`config.mk`:
```
export PLATFORM = sky130hd
export DESIGN_NAME = linear_network_multicast_seq
export DESIGN_NICKNAME = d
export VERILOG_FILES = /design/src/rtl/linear_net_pkg.sv /design/src/rtl/linear_net_tap.sv /design/src/rtl/linear_network_multicast_seq.sv
export SDC_FILE = /design/constraint.sdc
export NUM_CORES = 1
export LEC_CHECK = 0
export CORE_ASPECT_RATIO = 1.1
export CORE_MARGIN = 8
export CORE_UTILIZATION = 25
export DETAILED_ROUTE_END_ITERATION = 12
export PLACE_DENSITY = 0.54
export SLEW_MARGIN = 20
export SYNTH_ARGS = -nofsm -noshare
export SYNTH_HDL_FRONTEND = slang
export SYNTH_SLANG_ARGS = --single-unit
```
`constraint.sdc`:
```
create_clock -name CLK -period 2.15 [get_ports CLK]
set_clock_uncertainty 0.15 [all_clocks]
set_input_delay 0.43 -clock CLK [delete_from_list [all_inputs] [get_ports CLK]]
set_output_delay 0.43 -clock CLK [all_outputs]
set_load 0.01 [all_outputs]
```
`src/rtl/linear_net_pkg.sv`:
```
// Shared helpers for the multicast linear distribution chain.
// Tags are decoded into at most MASK_W (32) destination bits, which bounds NUM_NODE.
package linear_net_pkg;

  localparam int STALL_CNT_W = 16;
  localparam int MASK_W      = 32;

  function automatic int calc_cmd_width(input int multicast, input int num_node);
    return (multicast != 0) ? num_node : $clog2(num_node);
  endfunction

  function automatic logic [MASK_W-1:0] tag_to_mask(input logic [MASK_W-1:0] cmd,
                                                    input int multicast,
                                                    input int num_node);
    logic [MASK_W-1:0] mask;
    mask = '0;
    if (multicast != 0) begin
      mask = cmd & ((MASK_W'(1) << num_node) - MASK_W'(1));
    end else if (cmd < MASK_W'(num_node)) begin
      mask[cmd[4:0]] = 1'b1;
    end
    return mask;
  endfunction

  function automatic logic any_bit_above(input logic [MASK_W-1:0] mask, input int k);
    return (mask >> (k + 1)) != '0;
  endfunction

endpackage

```
`src/rtl/linear_net_tap.sv`:
```
// One chain tap: a single output register with valid/ready handshake.
// The register clears its data when it drains so an idle node always reads 0.
module linear_net_tap #(
  parameter int DATA_WIDTH = 8
) (
  input  logic                  CLK,
  input  logic                  rst,
  input  logic                  i_valid,
  input  logic                  i_mask_bit,
  input  logic [DATA_WIDTH-1:0] i_data,
  input  logic                  i_adv,
  input  logic                  i_out_ready,
  output logic                  o_need,
  output logic                  o_can_load,
  output logic                  o_valid,
  output logic [DATA_WIDTH-1:0] o_data
);

  logic                  r_valid;
  logic [DATA_WIDTH-1:0] r_data;

  assign o_need     = i_valid & i_mask_bit;
  assign o_can_load = ~r_valid | i_out_ready;
  assign o_valid    = r_valid;
  assign o_data     = r_data;

  always_ff @(posedge CLK or posedge rst) begin
    if (rst) begin
      r_valid <= 1'b0;
      r_data  <= '0;
    end else if (i_adv & o_need) begin
      r_valid <= 1'b1;
      r_data  <= i_data;
    end else if (i_out_ready) begin
      r_valid <= 1'b0;
      r_data  <= '0;
    end
  end

endmodule

```
`src/rtl/linear_network_multicast_seq.sv`:
```
// Daisy-chain distributor: one word per cycle to NUM_NODE taps by unicast index or multicast mask.
// Define LINEAR_NET_STALL_CNT_EN to build the saturating stall-cycle counter on o_stall_cnt.
module linear_network_multicast_seq
  import linear_net_pkg::*;
#(
  parameter int DATA_WIDTH = 8,
  parameter int NUM_NODE   = 4,
  parameter int MULTICAST  = 1,
  parameter int CMD_WIDTH  = calc_cmd_width(MULTICAST, NUM_NODE)
) (
  input  logic                           CLK,
  input  logic                           rst,
  input  logic                           i_en,
  input  logic                           i_valid,
  input  logic [DATA_WIDTH-1:0]          i_data_bus,
  input  logic [CMD_WIDTH-1:0]           i_cmd,
  output logic                           o_in_ready,
  output logic [NUM_NODE-1:0]            o_valid,
  output logic [DATA_WIDTH*NUM_NODE-1:0] o_data_bus,
  input  logic [NUM_NODE-1:0]            i_out_ready,
  output logic                           o_drop,
  output logic [STALL_CNT_W-1:0]         o_stall_cnt
);

  localparam int NF = NUM_NODE - 1;

  logic [NUM_NODE-1:0]   w_inMask;
  logic [NUM_NODE-1:0]   w_examValid;
  logic [DATA_WIDTH-1:0] w_examData [NUM_NODE];
  logic [NUM_NODE-1:0]   w_examMask [NUM_NODE];
  logic [NUM_NODE-1:0]   w_need;
  logic [NUM_NODE-1:0]   w_canLoad;
  logic [NUM_NODE-1:0]   w_stallTerm;
  logic                  w_stall;
  logic                  w_adv;

  logic [NF-1:0]         r_fwdValid;
  logic [DATA_WIDTH-1:0] r_fwdData [NF];
  logic [NUM_NODE-1:0]   r_fwdMask [NF];
  logic                  r_drop;

  assign w_inMask = NUM_NODE'(tag_to_mask(MASK_W'(i_cmd), MULTICAST, NUM_NODE));

  for (genvar k = 0; k < NUM_NODE; k++) begin : g_stage
    if (k == 0) begin : g_head
      assign w_examValid[k] = i_valid;
      assign w_examData[k]  = i_data_bus;
      assign w_examMask[k]  = w_inMask;
      // Head stall ignores i_valid so that o_in_ready never depends on it combinationally.
      assign w_stallTerm[k] = w_inMask[0] & ~w_canLoad[0];
    end else begin : g_body
      assign w_examValid[k] = r_fwdValid[k-1];
      assign w_examData[k]  = r_fwdData[k-1];
      assign w_examMask[k]  = r_fwdMask[k-1];
      assign w_stallTerm[k] = w_need[k] & ~w_canLoad[k];
    end

    linear_net_tap #(
      .DATA_WIDTH (DATA_WIDTH)
    ) u_tap (
      .CLK         (CLK),
      .rst         (rst),
      .i_valid     (w_examValid[k]),
      .i_mask_bit  (w_examMask[k][k]),
      .i_data      (w_examData[k]),
      .i_adv       (w_adv),
      .i_out_ready (i_out_ready[k]),
      .o_need      (w_need[k]),
      .o_can_load  (w_canLoad[k]),
      .o_valid     (o_valid[k]),
      .o_data      (o_data_bus[k*DATA_WIDTH +: DATA_WIDTH])
    );
  end

  assign w_stall    = |w_stallTerm;
  assign w_adv      = i_en & ~w_stall;
  assign o_in_ready = w_adv & ~rst;
  assign o_drop     = r_drop;

  // fwd[k] captures whatever stage k examined; it stays valid only while later taps still want it.
  always_ff @(posedge CLK or posedge rst) begin
    if (rst) begin
      r_fwdValid <= '0;
      for (int k = 0; k < NF; k++) begin
        r_fwdData[k] <= '0;
        r_fwdMask[k] <= '0;
      end
      r_drop <= 1'b0;
    end else begin
      r_drop <= w_adv & i_valid & (w_inMask == '0);
      if (w_adv) begin
        for (int k = 0; k < NF; k++) begin
          r_fwdValid[k] <= w_examValid[k] & any_bit_above(MASK_W'(w_examMask[k]), k);
          r_fwdData[k]  <= w_examData[k];
          r_fwdMask[k]  <= w_examMask[k];
        end
      end
    end
  end

`ifdef LINEAR_NET_STALL_CNT_EN
  logic [STALL_CNT_W-1:0] r_stallCnt;

  always_ff @(posedge CLK or posedge rst) begin
    if (rst) begin
      r_stallCnt <= '0;
    end else if (i_en & w_stall & ~(&r_stallCnt)) begin
      r_stallCnt <= r_stallCnt + STALL_CNT_W'(1);
    end
  end

  assign o_stall_cnt = r_stallCnt;
`else
  assign o_stall_cnt = '0;
`endif

endmodule
```
==> impl_metrics.xml <==
<?xml version="1.0" encoding="UTF-8"?>
<metrics>
  <group name="routing">
    <metric name="ant_nets" unit="">0</metric>
    <metric name="routed_length_on_met1" unit="um">3175</metric>
    <metric name="totalWireLength" unit="um">7023</metric>
    <metric name="route.detailed.wl_per_inst" unit="um">15.20</metric>
    <metric name="route.detailed.vias_per_inst" unit="">4.152</metric>
    <metric name="drt_pre_antenna_iters" unit="">3</metric>
    <metric name="met2WireLength" unit="um">3364</metric>
    <metric name="detailroute.via_count" unit="">1918</metric>
    <metric name="drt_drc_violations_left" unit="">0</metric>
    <metric name="wl_met3" unit="um">443</metric>
    <metric name="detailedRoute.firstIterationViolations" unit="">51</metric>
    <metric name="route.top_layer_used" unit="">met4</metric>
  </group>
  <group name="status">
    <metric name="status" unit="">completed</metric>
  </group>
  <group name="clock_tree">
    <metric name="cts_made_buffers" unit="">9</metric>
    <metric name="clk_root_buffer_cell" unit="">clkbuf_16</metric>
    <metric name="worstSkewPairLatency" unit="ps">320</metric>
    <metric name="cts.clk_slew.worst_paths" unit="ps">60</metric>
    <metric name="tritoncts" unit="">yes</metric>
    <metric name="cts_buffer_depth" unit="">2</metric>
    <metric name="hold_buffers" unit="">0</metric>
    <metric name="clock_sinks" unit="">70</metric>
    <metric name="cts.htree.levels" unit="">3</metric>
  </group>
  <group name="sta">
    <metric name="finalCriticalPeriod" unit="ps">2097</metric>
    <metric name="timing.final.ws_setup" unit="ps">52.64</metric>
    <metric name="setup_total_negative_slack" unit="ps">0</metric>
    <metric name="finalHoldViolCount" unit="">0</metric>
    <metric name="report.final.slew_viol_count" unit="">0</metric>
    <metric name="whs" unit="ps">317.7</metric>
    <metric name="post-route-period-util" unit="%">97.55</metric>
    <metric name="rsz0062_at_grt" unit="">no</metric>
    <metric name="finalSetupViolCount" unit="">0</metric>
    <metric name="fmax" unit="MHz">476.8</metric>
  </group>
  <group name="setup_path">
    <metric name="worstSetupStartpointType" unit="">input port</metric>
    <metric name="critical-path-slowest-cell" unit="">clkdlybuf4s50_1</metric>
    <metric name="cell_occurring_most_often_along_the_worst_timing_path" unit="">buf_6</metric>
    <metric name="max_stage_delay" unit="ps">440</metric>
    <metric name="reg2reg_setup_slack" unit="ps">210</metric>
    <metric name="critical_path.reg2reg.endpoint" unit="">r_fwdMask[3]</metric>
    <metric name="cp_cell_sequence" unit="">clkdlybuf4s50_1 -&gt; nand3b_1 -&gt; o311ai_4 -&gt; buf_6 -&gt; nor2_4 -&gt; buf_6 -&gt; mux2_2</metric>
    <metric name="worst_ep_arrival_time" unit="ps">2150</metric>
    <metric name="crit_fanout" unit="">7</metric>
    <metric name="ff2ff_path_depth" unit="">6</metric>
    <metric name="critical_path.endpoint_type" unit="">register</metric>
    <metric name="critical_path_buf_inv_count" unit="">3</metric>
    <metric name="timing.critical_path.max_delay_family" unit="">buffers and inverters</metric>
    <metric name="worst_r2r_startpoint" unit="">r_fwdValid[0]</metric>
    <metric name="crit_required" unit="ps">2200</metric>
    <metric name="critical_path_class" unit="">in2reg</metric>
  </group>
  <group name="grt">
    <metric name="grt_first_pass_wirelength" unit="um">10960</metric>
    <metric name="grt_max_degree" unit="">71</metric>
    <metric name="first_global_vias" unit="">2051</metric>
    <metric name="number_of_antenna_violations_at_the_first_check_in_global_routing" unit="">0</metric>
    <metric name="groute.usage.overall" unit="%">8.706</metric>
    <metric name="grt-ovfl-total" unit="">0</metric>
  </group>
  <group name="power">
    <metric name="cell_internal_pwr" unit="uW">2965</metric>
    <metric name="peakVddDrop" unit="V">0.0004735</metric>
    <metric name="power_leakage" unit="uW">0.002009</metric>
    <metric name="switching_share" unit="%">24.70</metric>
    <metric name="p_clk_share" unit="%">40.3</metric>
    <metric name="seq_power_share" unit="%">42.1</metric>
    <metric name="power.combinational.fraction" unit="%">17.6</metric>
    <metric name="powerDensity" unit="nW/um2">901.5</metric>
    <metric name="sw_power" unit="uW">972.7</metric>
  </group>
  <group name="final_layout">
    <metric name="final_core_util" unit="%">36.30</metric>
    <metric name="antenna_cells" unit="">0</metric>
    <metric name="nets" unit="">323</metric>
    <metric name="syn2layout_area_growth" unit="%">41.45</metric>
    <metric name="fin_area" unit="um2">4368</metric>
    <metric name="drive_above_1_share" unit="%">34.74</metric>
  </group>
  <group name="hold_path">
    <metric name="timing.hold.worst_path_depth" unit="">3</metric>
    <metric name="hold_end" unit="">g_stage[1].u_tap.o_valid</metric>
    <metric name="hold_class" unit="">in2reg</metric>
    <metric name="min_from" unit="">i_out_ready[1]</metric>
  </group>
  <group name="yosys">
    <metric name="fraction_of_the_yosys_area_taken_by_sequential_cells" unit="%">56.73</metric>
    <metric name="postSynthCellCount" unit="">223</metric>
    <metric name="synth_warnings" unit="">0</metric>
    <metric name="synth_area_per_cell" unit="um2">13.85</metric>
    <metric name="ys_types" unit="">25</metric>
    <metric name="yosys_register_bits" unit="">70</metric>
    <metric name="netlist_area" unit="um2">3088</metric>
  </group>
  <group name="placed_design">
    <metric name="hpwl" unit="um">5074</metric>
    <metric name="placed_area" unit="um2">3944</metric>
    <metric name="io_buffer_count" unit="">57</metric>
    <metric name="preCtsSetupSlack" unit="ps">-545.0</metric>
    <metric name="gp_congestion" unit="">0.6925</metric>
  </group>
  <group name="die">
    <metric name="coreArea" unit="um2">12030</metric>
    <metric name="initial_core_util" unit="%">25.66</metric>
    <metric name="io_pins" unit="">74</metric>
    <metric name="die_area" unit="um2">16170</metric>
    <metric name="die_h" unit="um">132.6</metric>
    <metric name="floorplan.rows" unit="">42</metric>
    <metric name="chipWidth" unit="um">122.0</metric>
  </group>
  <group name="job">
    <metric name="timing.max_cap.violations" unit="">0</metric>
  </group>
</metrics>
[worst max-delay path by stage]
stage                     cells after the start                          to  slack (ps)           start
after floorplan                               5  g_stage[0].u_tap.o_data[0]         350  i_out_ready[3]
final                                         7                r_fwdMask[3]          50        i_cmd[0]
after global placement                        5                  o_in_ready        -560  i_out_ready[0]
after detailed placement                      5                  o_in_ready        -550  i_out_ready[0]
after CTS                                     7                r_fwdData[8]          10  i_out_ready[3]
after global routing                          7                r_fwdData[1]          20        i_cmd[0]
[flip-flops by register name (all words and copies together), names as in the netlist]
signal / count
g_stage.u_tap.o_valid: 4
o_drop: 1
r_fwdMask: 6
g_stage.u_tap.o_data: 32
r_fwdValid: 3
r_fwdData: 24
[cell families (layout without fill, tap and decap cells)]
group	after synthesis	count (layout)	share of synthesized area [%]
flops	70	70	56.73
compound gates	12	12	2.674
mux	63	63	22.97
other cells	1	16	0.1214
buf+inv	29	99	6.321
simple gates	48	48	11.18
[layout by cell type, fill, tap and decap left out, types with 3 or more instances in the layout]
master	instances
buf_12	6
dfrtp_1	70
nor2b_1	18
inv_1	3
mux2_2	61
o31ai_1	3
clkdlybuf4s50_1	52
o21ai_0	3
clkinv_4	3
dlymetal6s2s_1	3
and2b_1	14
nand2_1	5
conb_1	16
buf_4	9
clkbuf_16	10
nor3_4	4
buf_6	4
[cell usage after synthesis (all sizes together)]
| cell type | instances | share of area, % |
|---|---|---|
| nor2 | 1 | 0.12 |
| nand2 | 5 | 0.61 |
| o21bai | 1 | 0.24 |
| nor3 | 5 | 2.3 |
| o31a | 1 | 0.28 |
| nor4 | 1 | 0.20 |
| nand3b | 1 | 0.24 |
| o311ai | 1 | 0.28 |
| a21o | 2 | 0.49 |
| and2b | 14 | 3.4 |
| nand2b | 1 | 0.20 |
| buf | 25 | 5.8 |
| nand4b | 1 | 0.28 |
| nor2b | 18 | 3.6 |
| mux2 | 63 | 23 |
| inv | 4 | 0.49 |
| o31ai | 3 | 0.73 |
| dfrtp | 70 | 57 |
| o21ai | 4 | 0.65 |
| and3 | 1 | 0.20 |
| conb | 1 | 0.12 |
[area by class of cell]
| class | count | area (um2) |
|---|---|---|
| repair buffers | 79 | 853.3 |
| flip-flops and latches | 70 | 1752 |
| well taps | 154 | 192.7 |
| inverters | 4 | 18.77 |
| clock inverters | 7 | 98.84 |
| multi-input cells | 139 | 1227 |
| fillers | 1162 | 7666 |
| clock buffers | 9 | 225.2 |
[tightest hold or removal path, cell delays in order]
cell	delay (ps)
dlymetal6s2s_1	130
buf_12	130
o21bai_1	60
[per-layer routing]
metal	track usage [%]	up-vias
met5	0	-
met4	3.500	0
met3	2.936	2
met2	13.13	52
met1	11.09	964
li1	-	900
[timing repair]
| item | CTS | global route |
|---|---|---|
| setup buffers | 0 | 3 |
| pin swaps | 0 | 2 |
| setup endpoints to repair | 34 | 40 |
| resized for setup | 9 | 10 |
| gates cloned | 0 | 2 |
[power groups by stage]
stage                     Clock, uW  Sequential [uW]  Combinational (uW)
after detailed placement          0             1680                 673
after global placement            0             1680                 661
after CTS                      1630             1660                 679
after global routing           1690             1690                 750
final                          1590             1660                 693
after floorplan                   0             1660                 379
[metrics by stage]
step           cells  total power, uW
3_3_place_gp     441             2338
6_report         462             3938
4_1_cts          457             3969
2_1_floorplan    238             2041
5_1_grt          462             4134
3_5_place_dp     441             2357
Note: power is estimated with default switching activity, not from simulation.
